<file path="src/rtl/glitch_pkg.sv">
// Shared types and defaults for the carry-chain glitch launch/capture controller.
package glitch_pkg;

    typedef enum logic [1:0] {
        StIdle   = 2'd0,
        StWarmup = 2'd1,
        StArmed  = 2'd2
    } glitch_state_e;

    localparam int unsigned DefCmpDly       = 2;
    localparam int unsigned DefWarmupCycles = 16;
    localparam int unsigned RunW            = 8;

endpackage

</file>
<file path="src/rtl/glitch_qualifier.sv">
// Consecutive-mismatch run counter: fires once when a run reaches ALARM_THRESH,
// rearms on the first clean cycle.
module glitch_qualifier
    import glitch_pkg::*;
#(
    parameter int unsigned ALARM_THRESH = 2
) (
    input  logic clk_ps,
    input  logic resetn,
    input  logic mismatch,
    output logic fire
);

    logic [RunW-1:0] run_q, run_d;

    // Saturation keeps a long run from wrapping back through the threshold.
    always_comb begin
        run_d = '0;
        fire  = 1'b0;
        if (mismatch) begin
            run_d = (run_q == '1) ? run_q : run_q + 1'b1;
            fire  = (run_q == RunW'(ALARM_THRESH - 1));
        end
    end

    always_ff @(posedge clk_ps or negedge resetn) begin
        if (!resetn) begin
            run_q <= '0;
        end else begin
            run_q <= run_d;
        end
    end

endmodule

</file>
<file path="src/rtl/glitch_launch_ctrl.sv">
// Launch/compare FSM and single-entry event slot for the glitch detector.
// Define GLITCH_TIMESTAMP_EN to build the free-running timestamp for event_ts.
module glitch_launch_ctrl
    import glitch_pkg::*;
#(
    parameter int unsigned WARMUP_CYCLES = DefWarmupCycles,
    parameter int unsigned ALARM_THRESH  = 2,
    parameter int unsigned CMP_DLY       = DefCmpDly,
    parameter int unsigned CNT_W         = 16
) (
    input  logic             clk_ps,
    input  logic             resetn,
    input  logic             enable,
    input  logic             clear,
    output logic             tdl_in,
    input  logic             alarm,
    output logic             event_valid,
    input  logic             event_ready,
    output logic [CNT_W-1:0] event_count,
    output logic [CNT_W-1:0] event_ts,
    output logic             glitch_flag,
    output logic             overflow,
    output logic             armed
);

    localparam int unsigned WuW = (WARMUP_CYCLES > 1) ? $clog2(WARMUP_CYCLES) : 1;

    glitch_state_e      state_q, state_d;
    logic [WuW-1:0]     wu_q, wu_d;
    logic               tdl_q, tdl_d;
    logic [CMP_DLY-1:0] hist_q, hist_d;
    logic [CMP_DLY:0]   hist_shift;
    logic               alarm_q;
    logic               mismatch, fire, accept, slot_load;
    logic               valid_q, valid_d, flag_q, flag_d, ovf_q, ovf_d;
    logic [CNT_W-1:0]   count_q, count_d;

    always_comb begin
        state_d = state_q;
        wu_d    = wu_q;
        case (state_q)
            StIdle: begin
                wu_d = '0;
                if (enable) state_d = StWarmup;
            end
            StWarmup: begin
                if (wu_q == WuW'(WARMUP_CYCLES - 1)) state_d = StArmed;
                else                                 wu_d    = wu_q + 1'b1;
            end
            StArmed: ;
            default: state_d = StIdle;
        endcase
        if (!enable) begin
            state_d = StIdle;
            wu_d    = '0;
        end
    end

    // Launch starts at 1 on the first WARMUP cycle and toggles from there.
    always_comb begin
        hist_shift = {hist_q, tdl_q};
        if (state_d == StIdle)      tdl_d = 1'b0;
        else if (state_q == StIdle) tdl_d = 1'b1;
        else                        tdl_d = ~tdl_q;
        hist_d = (state_q == StIdle) ? '0 : hist_shift[CMP_DLY-1:0];
    end

    assign mismatch = (state_q == StArmed) && ((~alarm_q) != hist_q[CMP_DLY-1]);

    glitch_qualifier #(
        .ALARM_THRESH (ALARM_THRESH)
    ) u_qualifier (
        .clk_ps   (clk_ps),
        .resetn   (resetn),
        .mismatch (mismatch),
        .fire     (fire)
    );

    assign accept    = valid_q & event_ready;
    assign slot_load = fire & (~valid_q | accept);

    // A fire in the same cycle as clear takes effect on top of the cleared values.
    always_comb begin
        count_d = clear ? '0   : count_q;
        flag_d  = clear ? 1'b0 : flag_q;
        ovf_d   = clear ? 1'b0 : ovf_q;
        valid_d = valid_q & ~accept;
        if (fire) begin
            if (count_d != '1) count_d = count_d + 1'b1;
            flag_d = 1'b1;
            if (slot_load) valid_d = 1'b1;
            else           ovf_d   = 1'b1;
        end
    end

    always_ff @(posedge clk_ps or negedge resetn) begin
        if (!resetn) begin
            state_q <= StIdle;
            wu_q    <= '0;
            tdl_q   <= 1'b0;
            hist_q  <= '0;
            alarm_q <= 1'b0;
            valid_q <= 1'b0;
            flag_q  <= 1'b0;
            ovf_q   <= 1'b0;
            count_q <= '0;
        end else begin
            state_q <= state_d;
            wu_q    <= wu_d;
            tdl_q   <= tdl_d;
            hist_q  <= hist_d;
            alarm_q <= alarm;
            valid_q <= valid_d;
            flag_q  <= flag_d;
            ovf_q   <= ovf_d;
            count_q <= count_d;
        end
    end

`ifdef GLITCH_TIMESTAMP_EN
    logic [CNT_W-1:0] ts_cnt_q, ts_q;

    always_ff @(posedge clk_ps or negedge resetn) begin
        if (!resetn) begin
            ts_cnt_q <= '0;
            ts_q     <= '0;
        end else begin
            ts_cnt_q <= ts_cnt_q + 1'b1;
            if (slot_load) ts_q <= ts_cnt_q;
        end
    end

    assign event_ts = ts_q;
`else
    assign event_ts = '0;
`endif

    assign tdl_in      = tdl_q;
    assign event_valid = valid_q;
    assign event_count = count_q;
    assign glitch_flag = flag_q;
    assign overflow    = ovf_q;
    assign armed       = (state_q == StArmed);

endmodule

</file>
<file path="config.mk">
export PLATFORM = sky130hd
export DESIGN_NAME = glitch_launch_ctrl
export DESIGN_NICKNAME = d
export VERILOG_FILES = /design/src/rtl/glitch_pkg.sv /design/src/rtl/glitch_qualifier.sv /design/src/rtl/glitch_launch_ctrl.sv
export SDC_FILE = /design/constraint.sdc
export NUM_CORES = 1
export LEC_CHECK = 0
export CORE_MARGIN = 4
export CORE_UTILIZATION = 50
export CTS_BUF_LIST = sky130_fd_sc_hd__clkbuf_8 sky130_fd_sc_hd__clkbuf_16
export DETAILED_ROUTE_END_ITERATION = 16
export DONT_BUFFER_PORTS = 1
export PLACE_DENSITY_LB_ADDON = 0.3
export SYNTH_ARGS = -nofsm -noshare
export SYNTH_HDL_FRONTEND = slang
export SYNTH_SLANG_ARGS = --single-unit
</file>
<file path="constraint.sdc">
create_clock -name clk_ps -period 4.5 [get_ports clk_ps]
set_input_delay 0.675 -clock clk_ps [delete_from_list [all_inputs] [get_ports clk_ps]]
set_output_delay 0.675 -clock clk_ps [all_outputs]
set_load 0.005 [all_outputs]
</file>
# Yosys cells after proc, flatten, opt, wreduce, memory -nomap -nowiden
# Cells that the tools add are included.
# op_classes
div_mod_pow	0
addsub	3
n_mux	22
order_cmp	0
bitwise	8
mul	0
n_shift	0
n_eq_ne	10
n_reduce_logical	5
# op_table
cell	n
2-to-1 mux 16 bit	3
adder 16 x 1 -> 16 bit, second input constant	1
2-to-1 mux 8 bit	2
inequality test 16 bit, second input constant	1
2-to-1 mux 1 bit	10
adder 8 x 1 -> 8 bit, second input constant	1
equality test 8 x 1 -> 1 bit, second input constant	1
equality test 8 bit, second input constant	1
2-to-1 mux 4 bit	2
case mux 4 bit (2 select lines)	1
2-to-1 mux 2 bit	3
case mux 2 bit (3 select lines)	1
adder 4 x 1 -> 4 bit, second input constant	1
equality test 4 bit, second input constant	1
logical NOT 2 bit	2
inverter 1 bit	4
bitwise AND 1 bit	3
inequality test 3 x 1 -> 1 bit, second input constant	1
inequality test 3 bit, second input constant	1
equality test 2 x 1 -> 1 bit, second input constant	1
equality test 2 bit, second input constant	1
inequality test 2 bit, second input constant	1
AND reduction 2 bit	1
nonzero test 2 bit	1
3 further kinds	3
# word_totals
latchBits	0
romBits	0
mem_bits_rw	0
ff_bits	37
out_inout_bits	37
mem_count	0
wordCells	58

# Longest topological paths before layout
# logic_depth
word_depth	7
ltp_mapped	8
ltp_nobuf	6

# Cells and area by module
# From an unflattened synthesis, not the netlist that was laid out.
# hier_totals
cells_unflattened	205
hier_area_um2	1990.7
# by_module_without_submodules
module	instances	seq_area_each_um2	area_per_inst_um2	cells_each
glitch_launch_ctrl	1	725.7	1542.7	160
glitch_qualifier	1	200.2	447.9	45

# Least setup slack after synthesis
# Ideal clock, no wire load.
# synth_path
path_type	input to register
from	input port clear
to	register count_q[1] (netlist: event_count[1])
path_stages	8
path_slack_ns	2.036
arrival_ns	2.337
setup_time_ns	0.128
cell_sequence	clkbuf_1 nor2b_1 ha_1 nand4b_1 nor3b_1 buf_2 a21oi_1 mux2_1
# synth_via
elab_chain_len	4
word_cells_on_any_way	5
classes_between	1 x add/sub; 1 x eq/ne; 3 x mux
# synth_rtl
element	line	rtl
start, declared	glitch_launch_ctrl.sv:14	input logic clear,
2-to-1 mux 16 bit (*)	glitch_launch_ctrl.sv:84	count_d = clear ? '0 : count_q;
adder 16 x 1 -> 16 bit or inequality test 16 bit (tied branches)	glitch_launch_ctrl.sv:89	if (count_d != '1) count_d = count_d + 1'b1;
2-to-1 mux 16 bit	glitch_launch_ctrl.sv:89	
2-to-1 mux 16 bit (*)	glitch_launch_ctrl.sv:88	if (fire) begin
net count_d[1]	glitch_launch_ctrl.sv:36	logic [CNT_W-1:0] count_q, count_d;
end signal, assigned	glitch_launch_ctrl.sv:116	count_q <= count_d;
end, declared	glitch_launch_ctrl.sv:36	
# Mark *: on every way through the listed nets, which the timed path passes. The rest lies on a longest branch.
# A chain may end at the register's enable or synchronous reset.

# Worst setup path after layout
# layout_path
from	register count_q[0] (netlist: event_count[0])
to	register count_q[1] (netlist: event_count[1])
# layout_via
elab_chain_len	4
word_cells_on_any_way	5
classes_between	1 x add/sub; 1 x eq/ne; 3 x mux
# layout_rtl
element	line
2-to-1 mux 16 bit (*)	glitch_launch_ctrl.sv:84
adder 16 x 1 -> 16 bit or inequality test 16 bit (tied branches)	glitch_launch_ctrl.sv:89
2-to-1 mux 16 bit (*)	glitch_launch_ctrl.sv:89
2-to-1 mux 16 bit (*)	glitch_launch_ctrl.sv:88
net count_d[1]	glitch_launch_ctrl.sv:36
# Marks and branches as above.

==> metrics.yaml <==
timing:
  rsz0062_at_grt: "false"
  timing.fmax_mhz: 448.6
  tightest_slew_ps: 822.7
  setup_viol: 0
  slew_headroom: 0.4474
  post-route-period-util: 0.4954
  tns_ps: 0
  hold_violations: 0
  slew_violations: 0
  period_needed_ps: 2229
  fin_worst_skew_ps: 3.268
  hold_slack_ps: 71.49
synth:
  yosysWarnings: 0
  synth_cells: 207
  yosysTopAreaCell: "dfrtp_1"
  synthTopCellsByArea: "dfrtp_1, buf_4, xnor2_1"
  netlist.area_leader.share: 0.4330
  synth-seq-cells: 37
  ys.flop_type: "dfrtp_1"
  synth_edf_count: 0
  synth_area_sq_um: 2138
  async_reset_ff_frac: 1.000
  avgSynthCellArea_sq_um: 10.33
  synth_cell_types: 49
  seq_area_frac_synth: 0.4330
placement:
  dpl-instance-area_sq_um: 2106
  dpl.hpwl_um: 2837
  gp_routability_congestion: 0.8428
  io_buffer_count: 0
routing:
  wl_per_cell_um: 15.54
  wirelength_um: 3995
  postRouteAntennaNets: 0
  dr.pass1.iters: 4
  drc: 0
  routed_via_density: 5.576
  drtIter0Drc: 56
  via_count: 1433
layout:
  finalNetCount: 216
  final_area_sq_um: 2240
  area_growth_pct: 4.740
  layout-drive-gt1-share: 0.1304
  antenna_cells: 0
setup_path:
  setup.worst_path.class: "flop to flop"
  critPathMaxFanout: 11
  required_ps: 4680
  ff2ff_path_depth: 7
  setup.worst_path.start_class: "flop"
  worst_ep_arrival_time_ps: 2410
  r2r-end: "event_count[1]"
  r2r_setup_slack_ps: 2270
  rr_startpoint: "event_count[0]"
  end_kind: "flop"
grt:
  met2_usage: 0.2622
  grt_pass1_vias: 1409
  antenna_found_initial: 0
  grt_max_degree: 38
  gr-usage-all-layers: 0.1541
  globalRouteOverflowTotal: 0
  globalRouteMet3Util: 0.05335
  grt_most_used_layer: "met2"
  grt_pass1_wl_um: 6430
  gr-usage-met1: 0.1755
job:
  max_cap_viol_count: 0
clock_network:
  cts_root_buffer: "clkbuf_8"
  path_clk_slew_ps: 70
  post_cts_buffers: 0
  cts-hold-fix-buffers: 0
  htree_levels: 2
  clkSinkCount: 37
  cts_made_buffers: 5
  ctsResizeCount: 0
  cts.path.max_buffers: 2
  clkLatencyLatePin_ps: 290
  cts_tree: "yes"
floorplanning:
  initial_utilization: 0.5270
  dieWidth_um: 73.40
  die_y_um: 73.40
  io_pins: 43
  core_sq_um: 4058
  rows: 23
  die_area_sq_um: 5387
pwr:
  ir_drop_v: 0.0001204
  p_leak_nw: 0.9299
  power_density_nw_per_um2: 309.0
min_path:
  hold_class: "input pin to asynchronous set/reset pin"
outcome:
  status: "finished, final reports clean"
power by group:
group,total (mW),leakage (nW),switching [mW],internal (mW)
Combinational,0.0130,0.353,0.00750,0.00552
Clock,0.340,0.0681,0.120,0.220
Sequential,0.339,0.508,0.00327,0.336
Total,0.692,0.930,0.131,0.561
layout make-up:
cell class | count | area (sq um)
multi-input combinational | 152 | 1076
timing repair buffer | 1 | 7.507
inverter | 9 | 33.78
sequential | 37 | 925.9
tap | 50 | 62.56
fill | 358 | 1818
clock inverter | 3 | 65.06
clock buffer | 5 | 68.82
sequential cells by signal, indices dropped and copies added (netlist names):
name,flops
u_qualifier.run_q,8
hist_q,2
wu_q,4
glitch_flag,1
alarm_q,1
event_valid,1
event_count,16
overflow,1
state_q,2
tdl_in,1
kinds of logic after synthesis:
kind of cell,share of synthesized area
fa+ha+maj,0.02809
buf+inv,0.09011
compound gates,0.1258
other cells,0.001754
flops,0.4330
mux,0.02516
xor+xnor,0.06554
simple gates,0.2305
critical path, cell delays in order, from the launching register on:
cell,delay (ps)
dfrtp_1,430
nor2b_1,240
ha_1,220
nand4b_1,240
nor3b_1,280
buf_4,240
a21oi_1,130
mux2_1,350
cell usage in the layout (no fill, tap or decap), drive strengths merged, types with 3 or more instances in the layout:
master and count:
dfrtp 37, nor2 16, conb 16, nand2b 13, xnor2 13, nand2 10
inv 9, nand3 7, a211oi 7, a2111oi 6, clkbuf 5, nand4 5
nor2b 4, and3 4, a21oi 4, ha 4, nor4 4, nand4b 3
xor2 3, o21ai 3, a31oi 3, mux2 3
metal layers:
metal | share of wire | up-vias
li1 | - | 690
met1 | 0.41 | 702
met2 | 0.51 | 33
met3 | 0.064 | 8
met4 | 0.017 | 0
met5 | 0 | -
synth_stat cells (all sizes together), types with 3 or more instances:
library cell / n
nand4: 5
a31oi: 3
mux2: 3
xnor2: 13
a21oi: 4
clkbuf: 3
nor2: 16
nand2: 10
nand3: 7
nand2b: 13
o21ai: 3
a2111oi: 6
and3: 4
nor4: 4
dfrtp: 37
nand4b: 3
xor2: 3
inv: 9
buf: 21
ha: 4
a211oi: 7
nor2b: 4
metrics by stage:
| stage | power [mW] | setup slack [ps] | cells | utilization |
|---|---|---|---|---|
| global placement | 0.3572 | 2193 | 249 | 0.5190 |
| finish | 0.6920 | 2271 | 257 | 0.5520 |
| floorplan | 0.3680 | 2036 | 222 | - |
| detailed placement | 0.3581 | 2113 | 249 | 0.5190 |
| CTS | 0.6981 | 2283 | 257 | 0.5520 |
| global route | 0.7136 | 2083 | 257 | 0.5520 |
worst max path at each step:
stage | slack [ps] | from | endpoint
2_1_floorplan | 2040 | clear | event_count[1]
5_1_grt | 2080 | event_count[0] | event_count[1]
3_5_place_dp | 2110 | clear | event_count[1]
3_3_place_gp | 2190 | clear | event_count[1]
4_1_cts | 2280 | event_count[0] | event_count[1]
6_report | 2270 | event_count[0] | event_count[1]
(Power assumes the default switching activity.)
